===== config.mk =====
export PLATFORM = sky130hd
export DESIGN_NAME = hbm_fc_tile_scheduler_flat
export DESIGN_NICKNAME = d
export VERILOG_FILES = /design/src/rtl/hbm_fc_tile_scheduler_if.sv /design/src/rtl/hbm_fc_tile_scheduler.sv /design/src/flat_wrapper.sv
export SDC_FILE = /design/constraint.sdc
export NUM_CORES = 1
export LEC_CHECK = 0
export CORE_AREA = 2 2 226 228
export CTS_BUF_LIST = sky130_fd_sc_hd__clkbuf_4 sky130_fd_sc_hd__clkbuf_8 sky130_fd_sc_hd__clkbuf_16
export DETAILED_ROUTE_END_ITERATION = 7
export DIE_AREA = 0 0 228 230
export GPL_TIMING_DRIVEN = 0
export PLACE_DENSITY = 0.79
export RECOVER_POWER = 100
export SKIP_LAST_GASP = 1
export SLEW_MARGIN = 20
export SYNTH_ARGS = -nofsm -noshare
export SYNTH_HDL_FRONTEND = slang
export SYNTH_SLANG_ARGS = --single-unit
export TNS_END_PERCENT = 10

===== constraint.sdc =====
create_clock -name clk -period 9.9 [get_ports clk]
set_input_delay 1.485 -clock clk [delete_from_list [all_inputs] [get_ports clk]]
set_output_delay 1.485 -clock clk [all_outputs]
set_load 0.03 [all_outputs]

===== src/rtl/hbm_fc_tile_scheduler_if.sv =====
// hbm_fc_tile_scheduler_if: read/write DMA command channels plus the compute and
// write-completion pulses exchanged between the tile scheduler and the datapath.
interface hbm_fc_tile_scheduler_if #(
    parameter int ADDR_W = 32,
    parameter int LEN_W  = 24,
    parameter int TILE_W = 12
);
    logic              rd_cmd_valid;
    logic              rd_cmd_ready;
    logic [1:0]        rd_cmd_type;
    logic [ADDR_W-1:0] rd_cmd_addr;
    logic [LEN_W-1:0]  rd_cmd_len;
    logic [TILE_W-1:0] rd_cmd_tile;
    logic              tile_compute_done;
    logic              wr_cmd_valid;
    logic              wr_cmd_ready;
    logic [ADDR_W-1:0] wr_cmd_addr;
    logic [LEN_W-1:0]  wr_cmd_len;
    logic [TILE_W-1:0] wr_cmd_tile;
    logic              wr_done;

    modport master (
        output rd_cmd_valid, rd_cmd_type, rd_cmd_addr, rd_cmd_len, rd_cmd_tile,
        output wr_cmd_valid, wr_cmd_addr, wr_cmd_len, wr_cmd_tile,
        input  rd_cmd_ready, wr_cmd_ready, tile_compute_done, wr_done
    );

    modport slave (
        input  rd_cmd_valid, rd_cmd_type, rd_cmd_addr, rd_cmd_len, rd_cmd_tile,
        input  wr_cmd_valid, wr_cmd_addr, wr_cmd_len, wr_cmd_tile,
        output rd_cmd_ready, wr_cmd_ready, tile_compute_done, wr_done
    );
endinterface


===== src/rtl/hbm_fc_tile_scheduler.sv =====
// hbm_fc_tile_scheduler: walks output-channel tiles, issuing WT/BN/RES reads and output
// writes, with up to MAX_INFLIGHT tiles overlapping between read issue and write-back.
module hbm_fc_tile_scheduler #(
    parameter int ADDR_W       = 32,
    parameter int LEN_W        = 24,
    parameter int TILE_W       = 12,
    parameter int MAX_INFLIGHT = 2
) (
    input  logic                   clk,
    input  logic                   rst_n,
    input  logic                   start,
    input  logic [TILE_W-1:0]      cfg_tiles,
    input  logic                   cfg_res_en,
    input  logic [ADDR_W-1:0]      cfg_wt_base,
    input  logic [LEN_W-1:0]       cfg_wt_tile_bytes,
    input  logic [ADDR_W-1:0]      cfg_bn_base,
    input  logic [LEN_W-1:0]       cfg_bn_tile_bytes,
    input  logic [ADDR_W-1:0]      cfg_res_base,
    input  logic [LEN_W-1:0]       cfg_res_stride,
    input  logic [ADDR_W-1:0]      cfg_out_base,
    input  logic [LEN_W-1:0]       cfg_out_stride,
    hbm_fc_tile_scheduler_if.master bus,
    output logic                   busy,
    output logic                   done,
    output logic                   err
);
    localparam int IW = 3;

    typedef enum logic [2:0] {RD_IDLE, RD_GATE, RD_WT, RD_BN, RD_RES} rd_st_t;
    typedef enum logic {WR_IDLE, WR_REQ} wr_st_t;

    rd_st_t            rd_st_q, rd_st_d;
    wr_st_t            wr_st_q, wr_st_d;
    logic [TILE_W-1:0] tiles_q, tiles_d;
    logic              res_en_q, res_en_d;
    logic [LEN_W-1:0]  wt_bytes_q, wt_bytes_d, bn_bytes_q, bn_bytes_d;
    logic [LEN_W-1:0]  res_stride_q, res_stride_d, out_stride_q, out_stride_d;
    logic [ADDR_W-1:0] wt_ptr_q, wt_ptr_d, bn_ptr_q, bn_ptr_d;
    logic [ADDR_W-1:0] res_ptr_q, res_ptr_d, out_ptr_q, out_ptr_d;
    logic [TILE_W-1:0] rd_tile_q, rd_tile_d, wr_tile_q, wr_tile_d;
    logic [TILE_W-1:0] issued_q, issued_d, comp_q, comp_d;
    logic [TILE_W-1:0] wr_cnt_q, wr_cnt_d, wd_cnt_q, wd_cnt_d;
    logic [IW-1:0]     inflight_q, inflight_d, pend_q, pend_d;
    logic              busy_q, busy_d, done_q, done_d, err_q, err_d;
    logic              rd_valid_q, rd_valid_d;
    logic [1:0]        rd_type_q, rd_type_d;
    logic [ADDR_W-1:0] rd_addr_q, rd_addr_d;
    logic [LEN_W-1:0]  rd_len_q, rd_len_d;

    logic   rd_hs, wt_hs, bn_hs, res_hs, wr_hs, cd_ok, wd_ok, gate_ok, rd_last, tile_end;
    rd_st_t nxt_st;

    always_comb begin
        rd_st_d      = rd_st_q;
        wr_st_d      = wr_st_q;
        tiles_d      = tiles_q;
        res_en_d     = res_en_q;
        wt_bytes_d   = wt_bytes_q;
        bn_bytes_d   = bn_bytes_q;
        res_stride_d = res_stride_q;
        out_stride_d = out_stride_q;
        wt_ptr_d     = wt_ptr_q;
        bn_ptr_d     = bn_ptr_q;
        res_ptr_d    = res_ptr_q;
        out_ptr_d    = out_ptr_q;
        rd_tile_d    = rd_tile_q;
        wr_tile_d    = wr_tile_q;
        issued_d     = issued_q;
        comp_d       = comp_q;
        wr_cnt_d     = wr_cnt_q;
        wd_cnt_d     = wd_cnt_q;
        busy_d       = busy_q;
        done_d       = 1'b0;
        rd_hs        = busy_q && rd_valid_q && bus.rd_cmd_ready;
        wt_hs        = rd_hs && rd_st_q == RD_WT;
        bn_hs        = rd_hs && rd_st_q == RD_BN;
        res_hs       = rd_hs && rd_st_q == RD_RES;
        wr_hs        = busy_q && wr_st_q == WR_REQ && bus.wr_cmd_ready;
        cd_ok        = busy_q && bus.tile_compute_done && comp_q != issued_q;
        wd_ok        = busy_q && bus.wr_done && wd_cnt_q != wr_cnt_q;
        err_d        = err_q | (busy_q && bus.tile_compute_done && comp_q == issued_q)
                             | (busy_q && bus.wr_done && wd_cnt_q == wr_cnt_q);
        inflight_d   = inflight_q + IW'(wt_hs) - IW'(wd_ok);
        pend_d       = pend_q + IW'(cd_ok) - IW'(wr_hs);
        gate_ok      = inflight_d < IW'(MAX_INFLIGHT);
        rd_last      = rd_tile_q == tiles_q - TILE_W'(1);
        tile_end     = res_hs || (bn_hs && !res_en_q);
        nxt_st       = rd_last ? RD_IDLE : gate_ok ? RD_WT : RD_GATE;
        if (start && !busy_q) begin
            tiles_d      = cfg_tiles;
            res_en_d     = cfg_res_en;
            wt_bytes_d   = cfg_wt_tile_bytes;
            bn_bytes_d   = cfg_bn_tile_bytes;
            res_stride_d = cfg_res_stride;
            out_stride_d = cfg_out_stride;
            wt_ptr_d     = cfg_wt_base;
            bn_ptr_d     = cfg_bn_base;
            res_ptr_d    = cfg_res_base;
            out_ptr_d    = cfg_out_base;
            rd_tile_d    = '0;
            wr_tile_d    = '0;
            issued_d     = '0;
            comp_d       = '0;
            wr_cnt_d     = '0;
            wd_cnt_d     = '0;
            inflight_d   = '0;
            pend_d       = '0;
            busy_d       = 1'b1;
            err_d        = 1'b0;
            wr_st_d      = WR_IDLE;
            rd_st_d      = cfg_tiles != '0 ? RD_WT : RD_IDLE;
        end else if (busy_q) begin
            issued_d  = issued_q + TILE_W'(wt_hs);
            comp_d    = comp_q + TILE_W'(cd_ok);
            wr_cnt_d  = wr_cnt_q + TILE_W'(wr_hs);
            wd_cnt_d  = wd_cnt_q + TILE_W'(wd_ok);
            wt_ptr_d  = wt_hs ? wt_ptr_q + ADDR_W'(wt_bytes_q) : wt_ptr_q;
            bn_ptr_d  = bn_hs ? bn_ptr_q + ADDR_W'(bn_bytes_q) : bn_ptr_q;
            res_ptr_d = res_hs ? res_ptr_q + ADDR_W'(res_stride_q) : res_ptr_q;
            out_ptr_d = wr_hs ? out_ptr_q + ADDR_W'(out_stride_q) : out_ptr_q;
            wr_tile_d = wr_tile_q + TILE_W'(wr_hs);
            rd_tile_d = tile_end && !rd_last ? rd_tile_q + TILE_W'(1) : rd_tile_q;
            wr_st_d   = pend_d != '0 ? WR_REQ : WR_IDLE;
            case (rd_st_q)
                RD_GATE: rd_st_d = gate_ok ? RD_WT : RD_GATE;
                RD_WT:   rd_st_d = wt_hs ? RD_BN : RD_WT;
                RD_BN:   rd_st_d = bn_hs ? (res_en_q ? RD_RES : nxt_st) : RD_BN;
                RD_RES:  rd_st_d = res_hs ? nxt_st : RD_RES;
                default: rd_st_d = rd_st_q;
            endcase
            // every tile written back: wind the layer down
            if (wd_cnt_q == tiles_q) begin
                busy_d  = 1'b0;
                done_d  = 1'b1;
                rd_st_d = RD_IDLE;
                wr_st_d = WR_IDLE;
            end
        end
        rd_valid_d = rd_st_d == RD_WT || rd_st_d == RD_BN || rd_st_d == RD_RES;
        rd_type_d  = rd_st_d == RD_BN ? 2'd1 : rd_st_d == RD_RES ? 2'd2 : 2'd0;
        rd_addr_d  = rd_st_d == RD_BN ? bn_ptr_d : rd_st_d == RD_RES ? res_ptr_d : wt_ptr_d;
        rd_len_d   = rd_st_d == RD_BN ? bn_bytes_d : rd_st_d == RD_RES ? res_stride_d : wt_bytes_d;
    end

    always_ff @(posedge clk or negedge rst_n) begin
        if (!rst_n) begin
            rd_st_q      <= RD_IDLE;
            wr_st_q      <= WR_IDLE;
            tiles_q      <= '0;
            res_en_q     <= 1'b0;
            wt_bytes_q   <= '0;
            bn_bytes_q   <= '0;
            res_stride_q <= '0;
            out_stride_q <= '0;
            wt_ptr_q     <= '0;
            bn_ptr_q     <= '0;
            res_ptr_q    <= '0;
            out_ptr_q    <= '0;
            rd_tile_q    <= '0;
            wr_tile_q    <= '0;
            issued_q     <= '0;
            comp_q       <= '0;
            wr_cnt_q     <= '0;
            wd_cnt_q     <= '0;
            inflight_q   <= '0;
            pend_q       <= '0;
            busy_q       <= 1'b0;
            done_q       <= 1'b0;
            err_q        <= 1'b0;
            rd_valid_q   <= 1'b0;
            rd_type_q    <= '0;
            rd_addr_q    <= '0;
            rd_len_q     <= '0;
        end else begin
            rd_st_q      <= rd_st_d;
            wr_st_q      <= wr_st_d;
            tiles_q      <= tiles_d;
            res_en_q     <= res_en_d;
            wt_bytes_q   <= wt_bytes_d;
            bn_bytes_q   <= bn_bytes_d;
            res_stride_q <= res_stride_d;
            out_stride_q <= out_stride_d;
            wt_ptr_q     <= wt_ptr_d;
            bn_ptr_q     <= bn_ptr_d;
            res_ptr_q    <= res_ptr_d;
            out_ptr_q    <= out_ptr_d;
            rd_tile_q    <= rd_tile_d;
            wr_tile_q    <= wr_tile_d;
            issued_q     <= issued_d;
            comp_q       <= comp_d;
            wr_cnt_q     <= wr_cnt_d;
            wd_cnt_q     <= wd_cnt_d;
            inflight_q   <= inflight_d;
            pend_q       <= pend_d;
            busy_q       <= busy_d;
            done_q       <= done_d;
            err_q        <= err_d;
            rd_valid_q   <= rd_valid_d;
            rd_type_q    <= rd_type_d;
            rd_addr_q    <= rd_addr_d;
            rd_len_q     <= rd_len_d;
        end
    end

    assign bus.rd_cmd_valid = rd_valid_q;
    assign bus.rd_cmd_type  = rd_type_q;
    assign bus.rd_cmd_addr  = rd_addr_q;
    assign bus.rd_cmd_len   = rd_len_q;
    assign bus.rd_cmd_tile  = rd_tile_q;
    assign bus.wr_cmd_valid = wr_st_q == WR_REQ;
    assign bus.wr_cmd_addr  = out_ptr_q;
    assign bus.wr_cmd_len   = out_stride_q;
    assign bus.wr_cmd_tile  = wr_tile_q;
    assign busy             = busy_q;
    assign done             = done_q;
    assign err              = err_q;
endmodule


===== src/flat_wrapper.sv =====
// flat-port wrapper written by rule: the top's interface ports become plain ports
module hbm_fc_tile_scheduler_flat 
#(
    parameter int ADDR_W       = 32,
    parameter int LEN_W        = 24,
    parameter int TILE_W       = 12,
    parameter int MAX_INFLIGHT = 2
)
  (clk, rst_n, start, cfg_tiles, cfg_res_en, cfg_wt_base, cfg_wt_tile_bytes, cfg_bn_base, cfg_bn_tile_bytes, cfg_res_base, cfg_res_stride, cfg_out_base, cfg_out_stride, busy, done, err, bus_rd_cmd_valid, bus_rd_cmd_type, bus_rd_cmd_addr, bus_rd_cmd_len, bus_rd_cmd_tile, bus_wr_cmd_valid, bus_wr_cmd_addr, bus_wr_cmd_len, bus_wr_cmd_tile, bus_rd_cmd_ready, bus_wr_cmd_ready, bus_tile_compute_done, bus_wr_done);
  hbm_fc_tile_scheduler_if #(.ADDR_W(ADDR_W), .LEN_W(LEN_W), .TILE_W(TILE_W)) bus_i ();
  input  logic clk;
  input  logic rst_n;
  input  logic start;
  input  logic [TILE_W-1:0] cfg_tiles;
  input  logic cfg_res_en;
  input  logic [ADDR_W-1:0] cfg_wt_base;
  input  logic [LEN_W-1:0] cfg_wt_tile_bytes;
  input  logic [ADDR_W-1:0] cfg_bn_base;
  input  logic [LEN_W-1:0] cfg_bn_tile_bytes;
  input  logic [ADDR_W-1:0] cfg_res_base;
  input  logic [LEN_W-1:0] cfg_res_stride;
  input  logic [ADDR_W-1:0] cfg_out_base;
  input  logic [LEN_W-1:0] cfg_out_stride;
  output logic busy;
  output logic done;
  output logic err;
  output wire logic [$bits(bus_i.rd_cmd_valid)-1:0] bus_rd_cmd_valid;
  output wire logic [$bits(bus_i.rd_cmd_type)-1:0] bus_rd_cmd_type;
  output wire logic [$bits(bus_i.rd_cmd_addr)-1:0] bus_rd_cmd_addr;
  output wire logic [$bits(bus_i.rd_cmd_len)-1:0] bus_rd_cmd_len;
  output wire logic [$bits(bus_i.rd_cmd_tile)-1:0] bus_rd_cmd_tile;
  output wire logic [$bits(bus_i.wr_cmd_valid)-1:0] bus_wr_cmd_valid;
  output wire logic [$bits(bus_i.wr_cmd_addr)-1:0] bus_wr_cmd_addr;
  output wire logic [$bits(bus_i.wr_cmd_len)-1:0] bus_wr_cmd_len;
  output wire logic [$bits(bus_i.wr_cmd_tile)-1:0] bus_wr_cmd_tile;
  input wire logic [$bits(bus_i.rd_cmd_ready)-1:0] bus_rd_cmd_ready;
  input wire logic [$bits(bus_i.wr_cmd_ready)-1:0] bus_wr_cmd_ready;
  input wire logic [$bits(bus_i.tile_compute_done)-1:0] bus_tile_compute_done;
  input wire logic [$bits(bus_i.wr_done)-1:0] bus_wr_done;
  assign bus_rd_cmd_valid = bus_i.rd_cmd_valid;
  assign bus_rd_cmd_type = bus_i.rd_cmd_type;
  assign bus_rd_cmd_addr = bus_i.rd_cmd_addr;
  assign bus_rd_cmd_len = bus_i.rd_cmd_len;
  assign bus_rd_cmd_tile = bus_i.rd_cmd_tile;
  assign bus_wr_cmd_valid = bus_i.wr_cmd_valid;
  assign bus_wr_cmd_addr = bus_i.wr_cmd_addr;
  assign bus_wr_cmd_len = bus_i.wr_cmd_len;
  assign bus_wr_cmd_tile = bus_i.wr_cmd_tile;
  assign bus_i.rd_cmd_ready = bus_rd_cmd_ready;
  assign bus_i.wr_cmd_ready = bus_wr_cmd_ready;
  assign bus_i.tile_compute_done = bus_tile_compute_done;
  assign bus_i.wr_done = bus_wr_done;
  hbm_fc_tile_scheduler #(.ADDR_W(ADDR_W), .LEN_W(LEN_W), .TILE_W(TILE_W), .MAX_INFLIGHT(MAX_INFLIGHT)) u_core (.clk(clk), .rst_n(rst_n), .start(start), .cfg_tiles(cfg_tiles), .cfg_res_en(cfg_res_en), .cfg_wt_base(cfg_wt_base), .cfg_wt_tile_bytes(cfg_wt_tile_bytes), .cfg_bn_base(cfg_bn_base), .cfg_bn_tile_bytes(cfg_bn_tile_bytes), .cfg_res_base(cfg_res_base), .cfg_res_stride(cfg_res_stride), .cfg_out_base(cfg_out_base), .cfg_out_stride(cfg_out_stride), .bus(bus_i), .busy(busy), .done(done), .err(err));
endmodule

# Yosys cells after proc, flatten, opt, wreduce, memory -nomap -nowiden
# Cells that the tools add are included.
[classes]
addsub = 15
magnitude_cmp = 1
eq_ne = 13
muxes = 58
bitwise_logic = 2
reduce_logical = 29
[op_table]
columns = ["operator", "count"]
rows = [
  ["2-to-1 mux 32 bit", 14],
  ["2-to-1 mux 12 bit", 13],
  ["adder 32 x 24 -> 32 bit", 4],
  ["2-to-1 mux 24 bit", 5],
  ["adder 12 x 1 -> 12 bit", 5],
  ["== test 12 bit", 4],
  ["2-to-1 mux 3 bit", 9],
  ["inequality test 12 bit", 2],
  ["logical AND 1 bit", 16],
  ["adder 12 x 1 -> 12 bit (second input constant)", 1],
  ["== test 3 x 2 -> 1 bit (second input constant)", 4],
  ["2-to-1 mux 1 bit", 12],
  ["case mux 3 bit (4 select lines)", 1],
  ["nonzero test 12 bit", 1],
  ["subtractor 12 x 1 -> 12 bit (second input constant)", 1],
  ["2-to-1 mux 2 bit", 4],
  ["adder 3 x 1 -> 3 bit", 2],
  ["== test 3 bit (second input constant)", 2],
  ["nonzero test 2 bit", 3],
  ["subtractor 3 x 1 -> 3 bit", 2],
  ["AND reduction 2 bit", 2],
  ["== test 3 x 1 -> 1 bit (second input constant)", 1],
  ["zero test 1 bit", 3],
  ["logical OR 1 bit", 3],
  ["other kinds (3)", 4],
]
[word_totals]
ff_bits = 381
output_inout_bits = 143
elab_cells = 145

# Depth between registers and ports, before layout
# Gate-level depths: netlist (run 1).
[logic_depth]
ltp_word = 17
depth_mapped = 21
depth_no_buf = 19

# Worst setup path before layout (run 1)
# Ideal clock, no wire load.
[synth_timing]
path_type = "input port to flip-flop"
startpoint = "input port bus_rd_cmd_ready"
endpoint = "register u_core.rd_len_q[10] (netlist: u_core.bus.rd_cmd_len[10])"
t_arrival_ns = 4.765
t_required_ns = 9.817
setup_slack_ns = 5.053
cell_stages = 18
path_buffers = 3
path_cell_list = "and4b_1 nand3b_1 inv_1 clkbuf_1 ha_1 inv_1 fa_1 xnor3_1 nand2_1 nor2_1 o211ai_1 nor3_1 a211oi_4 nor4_4 buf_2 clkbuf_1 nand2_1 o21ai_0"
[synth_between]
elab_chain_len = 16
word_cells_on_any_way = 21
classes_between = "add/sub: 2; order compare: 1; eq/ne: 2; mux: 12; reduce/logical: 4"
[synth_rtl]
columns = ["element", "line_no", "rtl"]
rows = [
  ["start: declaration", "flat_wrapper.sv:36", "input wire logic [$bits(bus_i.rd_cmd_ready)-1:0] bus_rd_cmd_ready;"],
  ["logical AND 1 bit (*)", "hbm_fc_tile_scheduler.sv:74", "rd_hs = busy_q && rd_valid_q && bus.rd_cmd_ready;"],
  ["logical AND 1 bit", "hbm_fc_tile_scheduler.sv:75", "wt_hs = rd_hs && rd_st_q == RD_WT;"],
  ["adder 3 x 1 -> 3 bit", "hbm_fc_tile_scheduler.sv:83", "inflight_d = inflight_q + IW'(wt_hs) - IW'(wd_ok);"],
  ["subtractor 3 x 1 -> 3 bit", "hbm_fc_tile_scheduler.sv:83", ""],
  ["less-than comparator 3 x 2 -> 1 bit", "hbm_fc_tile_scheduler.sv:85", "gate_ok = inflight_d < IW'(MAX_INFLIGHT);"],
  ["2-to-1 mux 2 bit", "hbm_fc_tile_scheduler.sv:88, hbm_fc_tile_scheduler.sv:125", ""],
  ["2-to-1 mux 3 bit", "hbm_fc_tile_scheduler.sv:88", "nxt_st = rd_last ? RD_IDLE : gate_ok ? RD_WT : RD_GATE;"],
  ["2-to-1 mux 3 bit (2 in series)", "hbm_fc_tile_scheduler.sv:127", "RD_BN: rd_st_d = bn_hs ? (res_en_q ? RD_RES : nxt_st) : RD_BN;"],
  ["case mux 3 bit (4 select lines) (*)", "hbm_fc_tile_scheduler.sv:124", "case (rd_st_q)"],
  ["2-to-1 mux 3 bit (*)", "hbm_fc_tile_scheduler.sv:132", "if (wd_cnt_q == tiles_q) begin"],
  ["2-to-1 mux 3 bit (*)", "hbm_fc_tile_scheduler.sv:112", "end else if (busy_q) begin"],
  ["2-to-1 mux 3 bit (*)", "hbm_fc_tile_scheduler.sv:89", "if (start && !busy_q) begin"],
  ["== test 3 bit", "hbm_fc_tile_scheduler.sv:142", "rd_len_d = rd_st_d == RD_BN ? bn_bytes_d : rd_st_d == RD_RES ? res_stride_d : wt_bytes_d;"],
  ["2-to-1 mux 24 bit", "hbm_fc_tile_scheduler.sv:142", ""],
  ["2-to-1 mux 24 bit (*)", "hbm_fc_tile_scheduler.sv:142", ""],
  ["via u_core.rd_len_d[10]", "hbm_fc_tile_scheduler.sv:48", "logic [LEN_W-1:0] rd_len_q, rd_len_d;"],
  ["end signal: assignment", "hbm_fc_tile_scheduler.sv:201", "rd_len_q <= rd_len_d;"],
  ["end: declaration", "hbm_fc_tile_scheduler.sv:48", ""],
]
# The timed path passes the listed nets; every way through them passes the cells marked *.
# A chain may end at the register's enable or synchronous reset.

# Final worst setup path (run 1)
# Same ends and word-level chain as after synthesis.

==> results of run 1 <==
flip-flops by register name, indices dropped and copies added, names as in the netlist, 24 cells and up:
name	flops
u_core.bus.wr_cmd_addr	32
u_core.bus.rd_cmd_addr	32
u_core.res_stride_q	24
u_core.bn_bytes_q	24
u_core.wt_ptr_q	32
u_core.wt_bytes_q	24
u_core.res_ptr_q	32
u_core.bn_ptr_q	32
u_core.bus.rd_cmd_len	24
u_core.bus.wr_cmd_len	24
cells by family (layout without fill, tap and decap cells):
group	count (synthesis)	in the layout	synth area share, %
adders and majority gates	118	118	6.85
other	0	13	0
DFF	381	381	42.9
buffers and inverters	169	638	3.01
muxes	64	64	3.00
xor gates and xnor gates	154	154	6.14
AOI/OAI and AO/OA	652	652	18.1
and+or+nand+nor	1008	1008	20.0
Yosys cell counts, types with 7 or more instances:
library cell	n
o21bai_1	10
nand3_1	101
dfrtp_1	381
and2_1	13
and4_1	11
nor3_1	25
nor4_1	19
a21o_1	56
a22o_1	8
o21ai_0	217
inv_1	47
a221o_1	10
buf_2	9
xor2_1	73
nor2_1	145
a211oi_1	21
mux2i_1	53
buf_1	12
mux2_2	7
a21oi_1	179
nand2b_1	15
clkbuf_1	97
and3_1	48
o211ai_1	17
xnor2_1	80
ha_1	112
nand4_1	20
nor2b_1	16
nand2_1	567
a31oi_1	36
o21a_1	19
or3_1	14
layout by cell type (no fill, tap or decap), types with 11 or more instances in the layout:
cell type        synthesis  final
clkbuf_1                97    116
nand2_1                567    567
nand2b_1                15     15
o211ai_1                17     17
nor2_1                 145    145
a31oi_1                 36     36
o21ai_0                217    221
inv_1                   47     47
ha_1                   112    112
diode_2                  0     13
or3_1                   14     14
a211oi_1                21     22
dfrtp_1                381    381
nand4_1                 20     20
a21o_1                  56     56
mux2i_1                 53     53
and4_1                  11     11
xnor2_1                 80     80
xor2_1                  73     73
clkbuf_16                0     46
nor2b_1                 16     16
nor4_1                  19     20
dlygate4sd3_1            0    146
nand3_1                101    101
clkinv_2                 0     11
a21oi_1                179    179
and3_1                  48     48
nor3_1                  25     25
clkdlybuf4s50_1          0    239
o21a_1                  19     19
worst reg2reg max path: cells and delay by family, from the launching register on:
family                   cells  cell delay (ns)
AO/OA/AOI/OAI                3             0.51
flip-flops                   1             0.35
XOR/XNOR                     1             0.27
adder cells (fa/ha/maj)      3             0.77
buffers and inverters        8             2.83
AND/OR/NAND/NOR              6             2.68
power breakdown:
group	switching [mW]	internal (mW)	leakage, nW
Sequential	0.560	2.22	4.78
Clock	0.712	0.987	0.745
Combinational	3.02	2.02	7.79
Total	4.29	5.23	13.3
stage by stage:
stage               total power [mW]  setup slack (ns)  setup TNS, ns  util, %
finish                          9.53              1.75              0     57.0
global route                    10.1              1.48              0     57.0
CTS                             9.51              3.01              0     57.2
detailed placement              7.77              2.54              0     54.2
global placement                7.62             -9.33       -3537.25     54.0
floorplan                       6.08              5.05              0        -
per-layer routing:
layer	track usage, %	share of wire [%]	up-vias
met5	0	0.026	-
met4	16.6	5.9	4
met3	6.73	9.7	286
met2	49.8	44	1294
met1	44.0	40	10858
li1	-	-	9848
worst min-delay path by stage:
stage                               startpoint                    endpoint  slack [ns]  depth (start not counted)
finish              u_core.bus.wr_cmd_tile[11]  u_core.bus.wr_cmd_tile[11]        0.50                          1
floorplan               u_core.res_stride_q[0]      u_core.res_stride_q[0]        0.47                          2
CTS                 u_core.bus.wr_cmd_tile[11]  u_core.bus.wr_cmd_tile[11]        0.51                          1
global placement    u_core.bus.wr_cmd_tile[11]  u_core.bus.wr_cmd_tile[11]        0.48                          1
detailed placement       u_core.wt_bytes_q[23]       u_core.wt_bytes_q[23]        0.49                          2
global route        u_core.bus.wr_cmd_tile[11]  u_core.bus.wr_cmd_tile[11]        0.52                          1
cell type report:
type                       instances  area [sq um]
clock buffer                      60          1320
multi-input combinational       1996         12000
fill                            4439         21400
antenna                           13          32.5
inverter                          48           180
tap                              672           841
timing repair buffer             390          3920
clock inverter                    19           171
sequential                       381          9530
buffer                           121           475
==> out/metrics.csv, run 1 <==
stage,metric,value,unit
outcome,status,"finished, violations left",
outcome,failing checks,"capacitance limit, slew limit",
logic_synthesis,register area share after synthesis,42.9,%
timing,final hold slack,0.501,ns
finish,Finished Layout Cells,3700,
drt,Iter 0 DRT Violations,2668,
critical_path,CP Launch Type,primary input,
critical_path,"Arr. time, crit path",8.61,ns
cts,Post-CTS Resized,0,
timing,worst-margin pin slew,3.82,ns
placement,post-place instance area,27000,sq um
critical_path,reg-to-reg endpoint,u_core.bus.rd_cmd_len[10],
floorplanning,Die ar.,52400,sq um
timing,max-slew violations,211,
cts,clock buffer depth,3,
drt,drt via density,6.02,
floorplanning,Die Wd,228,um
floorplanning,row cnt,82,
critical_path,crit path from,bus_rd_cmd_ready,
finish,Final nets,3344,
critical_path,WS Path Type,primary input to register,
floorplanning,Initial Util,44.5,%
critical_path,endpoint class of the critical path,register,
power_and_ir_drop,Max VDD drop,170,uV
critical_path,critical path peak fanout,11,
timing,Max transition margin,-155,%
drt,final wirelength,87.6,mm
critical_path,crit path cell chain,dlygate4sd3_1 > and4b_1 > nand3b_1 > inv_1 > clkbuf_1 > ha_1 > inv_1 > fa_1 > xnor3_1 > nand2_1 > nor2_1 > o211ai_1 > nor3_1 > a211oi_1 > nor4_1 > clkbuf_1 > clkbuf_1 > nand2_1 > o21ai_0,
logic_synthesis,Yosys top cell area share,42.9,%
logic_synthesis,syn nets,2908,
finish,area grow syn2layout,28.0,%
placement,placed insts,3608,
placement,Detail Placement HPWL,66.4,mm
worst_hold_path,HP Class,register to register,
finish,layout cells sized above 1,3.42,%
critical_path,Critical Path Sink,u_core.bus.rd_cmd_len[10],
logic_synthesis,Mapped Cells,2546,
logic_synthesis,Synth Cell Area,22200,sq um
cts,clk sinks,381,
timing,Final setup viols,0,
timing,skew final,0.0212,ns
placement,Final GP Congestion,0.984,
critical_path,CP bufs+invs,6,
cts,clock slew seen by the registers of the worst setup and hold paths,0.06,ns
timing,unrepaired setup endpoints after global routing,no,
global_routing,vias in the first global route,21536,
logic_synthesis,register bit total from synthesis,381,
logic_synthesis,Synth Flop Type,dfrtp_1,
cts,root buffer cell,clkbuf_16,
drt,DRT Pass-1 Iters,6,
logic_synthesis,Yosys warnings,0,
timing,Tmin final,8.15,ns
timing,Final Hold Vio Count,0,
critical_path,Worst path most repeated cell,clkbuf_1,
cts,Clock Latency Late Sink,0.60,ns
critical_path,"CP delay by family, top",simple AND/OR/NAND/NOR gates,
logic_synthesis,Netlist cell types,81,
cts,H-tree Lvls,2,
finish,fin area,28400,sq um
critical_path,CP max-delay cell,nor4_1,
logic_synthesis,"EDFF count, synth",0,
global_routing,antenna violations before repair,15,
global_routing,first-pass GRT wire length,131,mm
logic_synthesis,fraction of registers with async set/reset,100,%
cts,cts bufs inserted,44,
drt,vias,22290,
power_and_ir_drop,Leakage,13.3,nW
drt,Wirelength per Cell,23.7,um
floorplanning,# IOs,387,
critical_path,CP required,10.36,ns
power_and_ir_drop,P per Cell Area,335,nW/um^2
logic_synthesis,Synth Area per Inst,8.72,sq um
global_routing,GRT Overall Usage,32.6,%
timing,Tcrit/Tclk final,82.4,%
drt,DRC Markers,0,
drt,Routed Antenna Nets,0,
logic_synthesis,"top cells by area, synth","dfrtp_1, nand2_1, ha_1, o21ai_0, a21oi_1",
cts,"Hold-fix buffers, CTS",0,
critical_path,Crit. path cell count,19,
floorplanning,die height,230,um
global_routing,GRT overflow,0,
critical_path,Critical Path Max Stage Delay,1.56,ns
cts,CTS tree,done,
critical_path,FF-to-FF path depth,21,
logic_synthesis,top cell type by total area after synthesis,dfrtp_1,
placement,Buffers on Ports,386,
global_routing,largest net degree at the start of global routing,100,
critical_path,r2r setup slk,2.37,ns
floorplanning,CORE AREA,49900,sq um
timing,Max Freq,123,MHz
cts,setup bufs post-CTS,0,
run,max_cap viols,4,
critical_path,FF-to-FF Start,u_core.busy,
(Power assumes the default switching activity.)
==> run 2: changes to the inputs <==
--- a/config.mk
+++ b/config.mk
@@ -10,7 +10,7 @@
 export DETAILED_ROUTE_END_ITERATION = 7
 export DIE_AREA = 0 0 228 230
 export GPL_TIMING_DRIVEN = 0
-export PLACE_DENSITY = 0.79
+export PLACE_DENSITY = 0.82
 export RECOVER_POWER = 100
 export SKIP_LAST_GASP = 1
 export SLEW_MARGIN = 20
==> constraint.sdc (replaced) <==
create_clock -name clk -period 7.29 [get_ports clk]
set_input_delay 1.0935 -clock clk [delete_from_list [all_inputs] [get_ports clk]]
set_output_delay 1.0935 -clock clk [all_outputs]
set_load 0.03 [all_outputs]
==> run 2 against run 1 <==
Effect of this change: the run still ends with capacitance limit, slew limit left; final cell count down 0.11%; critical path type unchanged; total power is 36% higher; via count fell by 2.1%; die area stayed put.
==> out/metrics.csv, run 2 (synthesized netlist as in run 1, its figures left out) <==
stage,metric,value,unit
timing,Max Freq,150,MHz
cts,clock buffer depth,3,
power_and_ir_drop,Max VDD drop,202,uV
critical_path,"Arr. time, crit path",7.10,ns
critical_path,crit path cell chain,dlygate4sd3_1 > and4b_1 > nand3b_1 > inv_1 > clkbuf_1 > ha_1 > inv_1 > fa_1 > xnor3_1 > nand2_1 > nor2_1 > o211ai_1 > nor3_1 > a211oi_1 > o21ai_0 > buf_6 > clkbuf_1 > mux2i_1 > mux2i_1,
drt,DRT Pass-1 Iters,6,
critical_path,CP required,7.73,ns
finish,Final nets,3344,
power_and_ir_drop,Leakage,13.3,nW
floorplanning,CORE AREA,49900,sq um
run,max_cap viols,3,
floorplanning,die height,230,um
finish,"most common cell after layout, fill and taps aside",nand2_1,
cts,clock slew seen by the registers of the worst setup and hold paths,0.06,ns
critical_path,WS Path Type,primary input to register,
drt,DRC Markers,0,
outcome,status,"finished, violations left",
global_routing,largest net degree at the start of global routing,101,
placement,Final GP Congestion,0.971,
timing,skew final,0.0252,ns
critical_path,"CP delay by family, top",buffers and inverters,
cts,H-tree Lvls,2,
cts,cts bufs inserted,44,
timing,Tcrit/Tclk final,91.3,%
critical_path,endpoint class of the critical path,register,
power_and_ir_drop,Psw,5.76,mW
placement,placed insts,3608,
drt,final wirelength,84.6,mm
cts,setup bufs post-CTS,0,
timing,Final Hold Vio Count,0,
worst_hold_path,HP Class,register to register,
drt,Iter 0 DRT Violations,2383,
cts,"Hold-fix buffers, CTS",0,
power_and_ir_drop,sequential share of power,29.2,%
global_routing,GRT overflow,0,
outcome,failing checks,"capacitance limit, slew limit",
cts,root buffer cell,clkbuf_16,
global_routing,GRT Overall Usage,31.3,%
finish,Finished Layout Cells,3696,
power_and_ir_drop,P per Cell Area,454,nW/um^2
critical_path,critical path peak fanout,11,
critical_path,CP max-delay cell,clkbuf_1,
floorplanning,row cnt,82,
finish,most frequent cells in the layout,"nand2_1, dfrtp_1, clkdlybuf4s50_1",
critical_path,CP bufs+invs,6,
cts,Clock Latency Late Sink,0.60,ns
critical_path,Critical Path Max Stage Delay,0.83,ns
global_routing,first-pass GRT wire length,125,mm
floorplanning,# IOs,387,
power_and_ir_drop,Internal,7.16,mW
drt,Wirelength per Cell,22.9,um
power_and_ir_drop,switching portion of total power,44.6,%
floorplanning,Initial Util,44.5,%
placement,Detail Placement HPWL,63.9,mm
finish,area grow syn2layout,28.2,%
power_and_ir_drop,clock power share,18.4,%
timing,Final setup viols,0,
critical_path,CP Launch Type,primary input,
cts,Post-CTS Resized,0,
finish,layout cells sized above 1,3.48,%
global_routing,vias in the first global route,20742,
timing,final hold slack,0.494,ns
floorplanning,Die Wd,228,um
timing,worst-margin pin slew,3.43,ns
placement,Buffers on Ports,386,
drt,drt via density,5.90,
timing,max-slew violations,198,
timing,Tmin final,6.66,ns
cts,CTS tree,done,
global_routing,antenna violations before repair,13,
drt,vias,21822,
power_and_ir_drop,Comb pwr share,52.4,%
drt,Routed Antenna Nets,0,
floorplanning,Die ar.,52400,sq um
timing,unrepaired setup endpoints after global routing,no,
cts,clk sinks,381,
power_and_ir_drop,post-layout power,12.9,mW
timing,Max transition margin,-129,%
[run 2: cell types whose count changed in the layout (fill, tap and decap cells not counted), moves of 3 or more]
cell,previous run,this run
diode_2,13,9
bufinv_16,2,5
clkbuf_4,4,7
mux2_4,3,0
[run 2: power groups by stage]
stage               registers [mW]  logic, mW  clock network, mW
global placement              3.76       6.60                  0
floorplan                     4.20       4.06                  0
global route                  3.85       7.36               2.46
CTS                           3.75       6.77               2.38
detailed placement            3.77       6.70                  0
finish                        3.77       6.78               2.37
[run 2: through the flow]
stage / instance area [sq um] / utilization [%] / worst slack (ns) / setup TNS [ns]
after global routing: 28500 / 57.1 / 0.377 / 0
final: 28500 / 57.1 / 0.632 / 0
after floorplan: 22200 / - / 2.66 / 0
after detailed placement: 27000 / 54.2 / 0.400 / 0
after CTS: 28600 / 57.3 / 0.959 / 0
after global placement: 26900 / 54.0 / -11.80 / -4480.48
[run 2: final cells by class]
| cell class | count | area [sq um] |
|---|---|---|
| fillers | 4394 | 21400 |
| multi-input cells | 1996 | 12000 |
| flip-flops and latches | 381 | 9530 |
| repair buffers | 390 | 3920 |
| clock buffers | 59 | 1260 |
| well taps | 672 | 841 |
| plain buffers | 121 | 482 |
| clock inverters | 20 | 269 |
| inverters | 48 | 180 |
| diodes | 9 | 22.5 |
[run 2: path summary, 6_finish.rpt]
| path | from | end | slack, ns | cells past startpoint |
|---|---|---|---|---|
| min in group asynchronous | rst_n | u_core.bus.wr_cmd_len[11] | 1.17 | 1 |
| worst min-delay path | u_core.bus.wr_cmd_tile[11] | u_core.bus.wr_cmd_tile[11] | 0.49 | 1 |
| worst min register to register | u_core.bus.wr_cmd_tile[11] | u_core.bus.wr_cmd_tile[11] | 0.49 | 1 |
| worst max-delay path | bus_rd_cmd_ready | u_core.bus.rd_cmd_addr[18] | 0.63 | 19 |
| max in group asynchronous | rst_n | u_core.issued_q[8] | 1.94 | 2 |
| worst max register to register | u_core.busy | u_core.bus.rd_cmd_addr[18] | 0.75 | 21 |
[run 2: worst register-to-register path: stages (launching register included)]
cell      delay, ns
dfrtp_1        0.34
clkbuf_1       0.37
clkbuf_1       0.43
clkbuf_1       0.43
clkbuf_1       0.43
and3_1         0.30
ha_1           0.24
inv_1          0.06
ha_1           0.13
inv_1          0.05
fa_1           0.39
xnor3_1        0.26
nand2_1        0.12
nor2_1         0.12
o211ai_1       0.11
nor3_1         0.21
a211oi_1       0.14
o21ai_0        0.53
buf_6          0.25
clkbuf_1       0.83
mux2i_1        0.53
mux2i_1        0.13
[run 2: per-layer routing]
metal  global-route usage [%]  vias up  wire length (um)  part of all wire, %
met4                     14.6        4              4330                  5.1
met3                     7.59      248              8550                   10
met1                     41.3    10547             34000                   40
met2                     48.6     1174             37700                   45
li1                         -     9849                 -                    -
met5                        0        -                19                0.022
==> run 3: changes to the inputs <==
--- a/config.mk
+++ b/config.mk
@@ -10,6 +10,7 @@
 export DETAILED_ROUTE_END_ITERATION = 7
 export DIE_AREA = 0 0 228 230
 export GPL_TIMING_DRIVEN = 0
+export MAX_ROUTING_LAYER = met4
 export PLACE_DENSITY = 0.82
 export RECOVER_POWER = 100
 export SKIP_LAST_GASP = 1
==> run 3 against run 2 <==
Effect of this change: the flow still finishes with violations (capacitance limit, slew limit); largest power group unchanged; largest cell class unchanged; critical endpoint is now u_core.bus.rd_cmd_len[6]; global-route usage up 0.74 points; clock skew rose by 0.0043 ns; setup slack worse by 0.13 ns; fmax down 1.9%.
==> out/metrics.csv, run 3 (synthesized netlist as in run 1, its figures left out) <==
stage,metric,value,unit
outcome,status,"finished, violations left",
outcome,failing checks,"capacitance limit, slew limit",
cts,CTS tree,done,
finish,Fillers,4363,
cts,clock buffer depth,3,
global_routing,antenna violations before repair,11,
global_routing,GRT overflow,0,
global_routing,vias in the first global route,20553,
power_and_ir_drop,P per Cell Area,452,nW/um^2
power_and_ir_drop,Leakage,13.3,nW
finish,most frequent cells in the layout,"nand2_1, dfrtp_1, clkdlybuf4s50_1",
critical_path,CP Launch Type,primary input,
cts,H-tree Lvls,2,
global_routing,GRT Overall Usage,32.0,%
cts,"Hold-fix buffers, CTS",0,
timing,Max transition margin,-179,%
cts,Clock Latency Late Sink,0.59,ns
floorplanning,Initial Util,44.5,%
floorplanning,Die Wd,228,um
floorplanning,# IOs,387,
cts,Post-CTS Resized,0,
timing,Max Freq,147,MHz
finish,Finished Layout Cells,3695,
floorplanning,Die ar.,52400,sq um
run,max_cap viols,3,
cts,setup bufs post-CTS,0,
placement,Detail Placement HPWL,63.7,mm
finish,"most common cell after layout, fill and taps aside",nand2_1,
cts,clock slew seen by the registers of the worst setup and hold paths,0.06,ns
timing,skew final,0.0295,ns
timing,Tcrit/Tclk final,93.1,%
drt,Wirelength per Cell,22.6,um
drt,Routed Antenna Nets,0,
critical_path,critical path peak fanout,11,
cts,cts bufs inserted,43,
floorplanning,CORE AREA,49900,sq um
cts,clk sinks,381,
global_routing,largest net degree at the start of global routing,98,
timing,Final setup viols,0,
cts,root buffer cell,clkbuf_16,
power_and_ir_drop,Max VDD drop,222,uV
drt,DRC Markers,0,
drt,drt via density,5.86,
placement,Buffers on Ports,386,
critical_path,FF-to-FF Start,u_core.busy,
floorplanning,row cnt,82,
critical_path,crit path from,bus_rd_cmd_ready,
finish,layout cells sized above 1,3.42,%
timing,max-slew violations,200,
drt,vias,21649,
timing,Final Hold Vio Count,0,
critical_path,CP required,7.72,ns
finish,final design utilization,57.1,%
finish,area grow syn2layout,28.2,%
drt,Iter 0 DRT Violations,2397,
power_and_ir_drop,post-layout power,12.9,mW
critical_path,WS Path Type,primary input to register,
critical_path,endpoint class of the critical path,register,
critical_path,"Arr. time, crit path",7.22,ns
timing,unrepaired setup endpoints after global routing,no,
drt,final wirelength,83.5,mm
worst_hold_path,HP Class,register to register,
floorplanning,die height,230,um
placement,Final GP Congestion,1.01,
timing,worst-margin pin slew,4.19,ns
placement,placed insts,3608,
global_routing,first-pass GRT wire length,124,mm
drt,DRT Pass-1 Iters,8,
timing,Tmin final,6.79,ns
worst_hold_path,hold path start,u_core.bus.wr_cmd_tile[11],
finish,Final nets,3343,
[run 3: cell count changes in the layout (fill, tap and decap cells not counted), moves of 2 or more]
cell / before / now
clkinv_2: 9 / 7
mux2_2: 6 / 4
inv_6: 0 / 2
clkinv_8: 3 / 1
clkinvlp_4: 1 / 4
[run 3: worst max-delay path, stage by stage]
cell           delay, ns
dlygate4sd3_1       0.66
and4b_1             0.26
nand3b_1            0.22
inv_1               0.26
clkbuf_1            0.70
ha_1                0.26
inv_1               0.05
fa_1                0.39
xnor3_1             0.26
nand2_1             0.12
nor2_1              0.12
o211ai_1            0.11
nor3_1              0.24
a211oi_1            0.14
o21ai_0             0.56
buf_6               0.25
clkbuf_1            0.79
mux2i_1             0.52
o21ai_0             0.18
[run 3: path summary, 6_finish.rpt]
| path | end | slack [ns] | cells past startpoint |
|---|---|---|---|
| worst max-delay path | u_core.bus.rd_cmd_len[6] | 0.50 | 19 |
| worst max register to register | u_core.bus.rd_cmd_len[6] | 0.63 | 21 |
| worst min-delay path | u_core.bus.wr_cmd_tile[11] | 0.50 | 1 |
| worst min register to register | u_core.bus.wr_cmd_tile[11] | 0.50 | 1 |
| max in group asynchronous | u_core.comp_q[11] | 1.33 | 2 |
| min in group asynchronous | u_core.inflight_q[1] | 1.01 | 1 |
[run 3: power by group]
group / switching, mW / internal, mW / total, mW
Clock: 0.959 / 1.39 / 2.35
Combinational: 4.02 / 2.74 / 6.75
Sequential: 0.750 / 3.02 / 3.77
[run 3: final cells by class]
type	count	area [sq um]	share of cell area (%)
inverter	48	180	0.633
sequential	381	9530	33.5
multi-input combinational	1996	12000	42.0
timing repair buffer	390	3930	13.8
antenna	8	20.0	0.0703
clock buffer	59	1260	4.42
clock inverter	20	258	0.906
buffer	121	482	1.69
tap	672	841	2.95
[run 3: layer usage]
metal,vias to the layer above,GRT usage (%),part of all wire [%]
li1,9863,-,-
met1,10371,41.0,40
met2,1179,47.7,45
met3,236,8.51,11
met4,0,14.5,5.0
met5,-,-,0
[run 3: through the flow]
stage	hold slack (ns)	area, sq um	setup TNS [ns]	worst slack [ns]
3_3_place_gp	0.479	26900	-4469.86	-11.78
4_1_cts	0.370	28500	0	0.926
2_1_floorplan	0.469	22200	0	2.66
5_1_grt	0.521	28500	0	0.234
6_report	0.499	28500	0	0.501
3_5_place_dp	0.490	27000	0	0.401
